<file path="config.mk">
export PLATFORM = sky130hd
export DESIGN_NAME = regbank_multiport
export DESIGN_NICKNAME = d
export VERILOG_FILES = /design/src/rtl/regbank_pkg.sv /design/src/rtl/regbank_multiport_onehot_decoder.sv /design/src/rtl/regbank_multiport.sv
export SDC_FILE = /design/constraint.sdc
export NUM_CORES = 1
export LEC_CHECK = 0
export BUFFER_PORTS_ARGS = -buffer_cell sky130_fd_sc_hd__buf_2
export CORE_UTILIZATION = 64
export CTS_CLUSTER_SIZE = 28
export DETAILED_ROUTE_END_ITERATION = 8
export PLACE_DENSITY = 0.9
export SETUP_SLACK_MARGIN = 0.5
export SYNTH_ARGS = -nofsm -noshare
export SYNTH_HDL_FRONTEND = slang
export SYNTH_SLANG_ARGS = --single-unit
</file>
<file path="constraint.sdc">
create_clock -name clk -period 4.1 [get_ports clk]
set_clock_uncertainty 0.15 [all_clocks]
set_input_delay 0 -clock clk [delete_from_list [all_inputs] [get_ports clk]]
set_output_delay 0 -clock clk [all_outputs]
set_load 0.01 [all_outputs]
</file>
<file path="src/rtl/regbank_pkg.sv">
// Shared defaults and helpers for the multiport register bank.
package regbank_pkg;
  localparam int DEF_WIDTH = 8;
  localparam int DEF_DEPTH = 8;
  localparam int DEF_NRD   = 2;

  function automatic int addr_width(input int depth);
    return (depth <= 1) ? 1 : $clog2(depth);
  endfunction

  localparam int DEF_ADDR_W = addr_width(DEF_DEPTH);

  typedef logic [DEF_NRD*DEF_ADDR_W-1:0] rd_addr_vec_t;
  typedef logic [DEF_NRD*DEF_WIDTH-1:0]  rd_data_vec_t;
endpackage

</file>
<file path="src/rtl/regbank_multiport_onehot_decoder.sv">
// One-hot decoder: turns a binary address into N_OUT strobes, all low when en=0.
module onehot_decoder #(
  parameter  int N_OUT = 8,
  localparam int AW    = (N_OUT > 1) ? $clog2(N_OUT) : 1
) (
  input  logic             en,
  input  logic [AW-1:0]    addr,
  output logic [N_OUT-1:0] onehot
);
  always_comb begin
    onehot = '0;
    if (en) onehot[addr] = 1'b1;
  end
endmodule

</file>
<file path="src/rtl/regbank_multiport.sv">
// Register bank with one write port, NRD registered read ports, optional
// write-to-read bypass, optional hardwired zero register and bulk clear.
module regbank_multiport
  import regbank_pkg::*;
#(
  parameter  int WIDTH     = DEF_WIDTH,
  parameter  int DEPTH     = DEF_DEPTH,
  parameter  int NRD       = DEF_NRD,
  parameter  int BYPASS    = 1,
  parameter  int ZERO_REG0 = 0,
  localparam int ADDR_W    = addr_width(DEPTH)
) (
  input  logic                  clk,
  input  logic                  resetn,
  input  logic                  clr,
  input  logic                  wr_en,
  input  logic [ADDR_W-1:0]     wr_addr,
  input  logic [WIDTH-1:0]      wr_data,
  input  logic [NRD-1:0]        rd_en,
  input  logic [NRD*ADDR_W-1:0] rd_addr,
  output logic [NRD*WIDTH-1:0]  rd_data,
  output logic [NRD-1:0]        rd_valid
);
  if (DEPTH < 2 || (DEPTH & (DEPTH - 1)) != 0) begin : g_bad_depth
    $error("regbank_multiport: DEPTH must be a power of 2 and >= 2");
  end

  logic [DEPTH-1:0][WIDTH-1:0] regs;
  logic [DEPTH-1:0]            dec;
  logic [DEPTH-1:0]            we;
  logic                        wr_go;

  assign wr_go = wr_en && !clr;

  onehot_decoder #(.N_OUT(DEPTH)) u_dec (
    .en     (wr_go),
    .addr   (wr_addr),
    .onehot (dec)
  );

  // Register 0 never takes a strobe when it is hardwired to zero.
  always_comb begin
    we = dec;
    if (ZERO_REG0 != 0) we[0] = 1'b0;
  end

  always_ff @(posedge clk or negedge resetn) begin
    if (!resetn) begin
      regs <= '0;
    end else if (clr) begin
      regs <= '0;
    end else begin
      for (int k = 0; k < DEPTH; k++)
        if (we[k]) regs[k] <= wr_data;
    end
  end

  for (genvar i = 0; i < NRD; i++) begin : g_rd
    logic [ADDR_W-1:0] raddr;
    logic [WIDTH-1:0]  rnext;
    logic              hit;
    logic              zero;

    assign raddr = rd_addr[i*ADDR_W +: ADDR_W];
    assign zero  = (ZERO_REG0 != 0) && (raddr == '0);
    // wr_go already excludes clr, so a read during clear sees pre-clear data.
    assign hit   = (BYPASS != 0) && wr_go && (raddr == wr_addr);

    always_comb begin
      rnext = regs[raddr];
      if (hit)  rnext = wr_data;
      if (zero) rnext = '0;
    end

    always_ff @(posedge clk or negedge resetn) begin
      if (!resetn) begin
        rd_data[i*WIDTH +: WIDTH] <= '0;
        rd_valid[i]               <= 1'b0;
      end else begin
        rd_valid[i] <= rd_en[i];
        if (rd_en[i]) rd_data[i*WIDTH +: WIDTH] <= rnext;
      end
    end
  end
endmodule

</file>
# After elaboration in Yosys (flattened, before gate mapping)
# Index checks and enable logic that the tools add are counted.
# Widths: inputs -> output; s select.
# totals
inputBits	23
reg_bits	82
ramBits	0
latch_bits	0
romBits	0
memories	0
word_cells	49
# op_classes
bitwise	0
mul	0
n_reduce_logical	13
div	0
magnitude_cmp	4
n_mux	18
addsub	0
n_shift	0
n_eq_ne	2
# ops
operator	count
$mux 8	13
$mux 64	1
$bmux 8 s3	2
$reduce_bool 2->1	8
$lt 3x4->1 const B	3
$eq 3x3->1	2
$logic_and 1x1->1	4
$demux 1 s3	1
$ge 3x1->1 const B	1
$logic_not 1->1	1
$mux 1	1

# Longest topological paths before layout
# logic_depth
word_depth	7
mapped_depth	6

# By module
# From an unflattened synthesis, not the netlist that was laid out.
# unflattened
hier_cells	358
area_unflattened_um2	4456.8
# modules_own_cells
mod	seq_area_each_um2	cells_per_inst	instances	area_per_inst_um2
regbank_multiport	2052.0	350	1	4360.4
onehot_decoder	0.0	8	1	96.3

# Worst setup path after synthesis
# OpenSTA, ideal clock, no wires.
# synth_timing
kind	reg2reg
startpoint	reg regs[14] (netlist name)
endpoint	reg rd_data[14]
required_time_ns	3.824
arrival_time_ns	1.423
stages_incl_launch_ff	4
setup_slack_ns	2.401
path_cell_list	dfrtp_1 > mux4_1 > mux2_2 > a221o_1
# synth_between
elab_chain_len	3
# synth_rtl
item	line	text
start, declared	regbank_multiport.sv:28	logic [DEPTH-1:0][WIDTH-1:0] regs;
start signal, assigned by index	regbank_multiport.sv:54	if (we[k]) regs[k] <= wr_data;
$bmux 8 s3	regbank_multiport.sv:70	rnext = regs[raddr];
$mux 8 (not written as such)	regbank_multiport.sv:70	
$mux 8	regbank_multiport.sv:71	if (hit) rnext = wr_data;
end signal, assigned by index	regbank_multiport.sv:81	if (rd_en[i]) rd_data[i*WIDTH +: WIDTH] <= rnext;
end, declared	regbank_multiport.sv:21	output logic [NRD*WIDTH-1:0] rd_data,
# Every way passes these cells. The select of a mux whose other input is x is not followed.
# A chain may end at the register's enable or synchronous reset.

# Worst setup path after layout
# layout_timing
startpoint	in clr
endpoint	reg regs[63] (netlist name)
# layout_between
elab_chain_len	4
elab_cells_between_ends	5
cone_classes	mux: 2; reduce/logical: 3
# layout_rtl
item	line	text
start, declared	regbank_multiport.sv:15	input logic clr,
$logic_not 1->1	regbank_multiport.sv:33	assign wr_go = wr_en && !clr;
$logic_and 1x1->1	regbank_multiport.sv:33	
$mux 8	regbank_multiport_onehot_decoder.sv:12	if (en) onehot[addr] = 1'b1;
$reduce_bool 2->1 (no line)	--	
# Several ways; a longest one is shown, not always the timed one.

==> results.txt <==
Routed Antenna Nets: 0
WHS: 17.8 ps
maximum VDD drop: 176 µV
Top delay family on crit path: simple AND/OR/NAND/NOR gates
TritonCTS Sinks: 82
Final Core Density: 0.735
initial drt markers: 678
synth warn: 0
CP required: 4220 ps
drt first pass iters: 9
Top FF cell, synth: dfrtp_1
# DRC: 0
CP Buf/Inv Count: 1
worst slew pin tran: 1390 ps
die width: 87.1 µm
CP Max Fanout: 71
vias per std cell: 7.43
final hold viol count: 0
Seq/Total Area, Yosys: 0.443
# H-tree levels: 3
total CTS buffers: 9
Syn-to-layout area delta: 9.50%
syn_area_per_cell: 10.5 µm²
Rel. slew slack: 0.0715
post-DP HPWL: 7.34 mm
fin nets: 476
share of layout cells above drive strength 1: 0.216
Post-Syn Area: 0.00464 mm²
routed via count: 4116
Pwr per Cell Area: 323 mW/mm²
die height: 87.1 µm
unrepaired setup endpoints after global routing: no
Yosys reg bits: 82
clk root buf: clkbuf_8
kind of critical path: input pin to register
Diodes inserted: 0
Net Count, Synth: 464
placed instance area: 0.00475 mm²
CTS Hold Buffers Added: 13
status: completed
slowest CP cell: nand3b_1
period utilization: 0.571
clk_lat worst skew: 360 ps
number of synthesized flops with an enable pin: 0
Initial Util: 0.671
global-route wire length before repair: 19.7 mm
Worst setup EP type: register
maximum clock path buffer count: 2
final setup vio count: 0
post-CTS setup buffers: 0
clock slew at reported path FFs: 90 ps
wire per inst: 22.7 µm
CP Cell Sequence: buf_2 -> nand3b_1 -> o21ai_0 -> a21oi_1
Leakage: 2.11 nW
worst stage delay on the critical path: 990 ps
post-cts sizing count: 0
Synth cell types: 34
row count: 30
FILL cells: 453
IO Port Bufs: 40
CP arrival: 2460 ps
initial antenna violation count: 0
number of global-route vias before repair: 3985
total track usage: 0.352
largest net degree at the start of global routing: 83
f_max: 427 MHz
sum of negative setup slack: 0 ps
FFs w/ async S/R, synth: 1.00
I/O pins: 41
cells after synthesis: 441
drt total wl: 12.6 mm
Setup WS post-layout: 1760 ps
core area: 0.00691 mm²
RePlAce Congestion: 0.811
Final Critical Period: 2340 ps
max-cap violations: 0
fin area: 0.00508 mm²
Hold Crit Class: input pin to register
die footprint: 0.00759 mm²
fin. max-slew vios: 0
TritonCTS clock tree: done
total grt overflow: 0
pre-CTS setup slack: 1490 ps
startpoint class of the critical path: input pin
[cell families after synthesis]
logic type,Yosys count,synth area share
flip-flops,82,0.443
XOR/XNOR,6,0.0113
multiplexers,48,0.196
AND/OR/NAND/NOR,97,0.114
buffers and inverters,62,0.0567
AO/OA/AOI/OAI,146,0.179
[path summary, 6_finish.rpt]
path / to / cells after the start / from / slack [ps]
worst max-delay path: regs[63] / 4 / clr / 1760
worst min-delay path: rd_data[13] / 3 / rd_addr[4] / 20
worst max register to register: rd_data[14] / 3 / regs[22] / 2300
worst min register to register: rd_data[6] / 2 / rd_data[6] / 370
max in group asynchronous: regs[59] / 2 / resetn / 2930
min in group asynchronous: rd_data[7] / 2 / resetn / 180
[cell usage after synthesis (all sizes together), types with 3 or more instances]
cell,instances,share of area
a21oi,64,0.069
a221o,3,0.0065
a221oi,5,0.0094
buf,13,0.017
clkbuf,42,0.034
dfrtp,82,0.44
inv,7,0.0057
mux2,6,0.015
mux2i,10,0.022
mux4,32,0.16
nand2b,8,0.011
nand3,64,0.069
nand3b,3,0.0049
nor2,6,0.0049
nor2b,5,0.0067
o21ai,64,0.069
o221a,3,0.0073
o221ai,5,0.0094
or2,4,0.0054
xor2,6,0.011
[cell usage in the layout, fill, tap and decap left out, types with 8 or more instances in the layout]
cell type and count:
clkbuf_8 9, buf_2 39, o21ai_0 37, nand2b_1 8, mux4_2 26, mux2i_1 10
dfrtp_1 82, dlygate4sd3_1 13, o21ai_1 27, nand3_1 64, a21oi_1 64
[per-layer routing]
| metal | GRT usage | up-vias | routed length (µm) |
|---|---|---|---|
| met5 | 0 | - | 0 |
| met4 | 0.200 | 0 | 626 |
| met3 | 0.0806 | 71 | 1380 |
| met2 | 0.583 | 357 | 6160 |
| met1 | 0.426 | 2010 | 4410 |
| li1 | - | 1678 | - |
[layout make-up]
cell class	count	area (µm²)	area share
flip-flops and latches	82	2050	0.404
well taps	96	120	0.0237
inverters	7	26.3	0.00518
clock inverters	7	70.1	0.0138
clock buffers	9	124	0.0244
multi-input cells	297	2330	0.459
repair buffers	56	355	0.0700
[power breakdown]
part	total [W]	internal (W)	switching (W)
clock network	0.000585	0.000280	0.000305
logic	0.000220	0.0000713	0.000148
registers	0.000837	0.000826	0.0000110
total	0.00164	0.00118	0.000464
[flip-flops by register name, summed over array words and instances, names as in the netlist]
name / count
regs: 64
rd_data: 16
rd_valid: 2
[through the flow]
| stage | total power (W) | instances |
|---|---|---|
| floorplan | 0.000986 | 441 |
| global placement | 0.00105 | 525 |
| detailed placement | 0.00105 | 525 |
| CTS | 0.00163 | 554 |
| global route | 0.00168 | 554 |
| finish | 0.00164 | 554 |
[worst register-to-register path, cell delays in order (launching register included)]
cell and delay, ps:
dfrtp_1 420, mux4_1 500, mux2_2 280, a221o_1 350
Note: power is estimated with default switching activity, not from simulation.
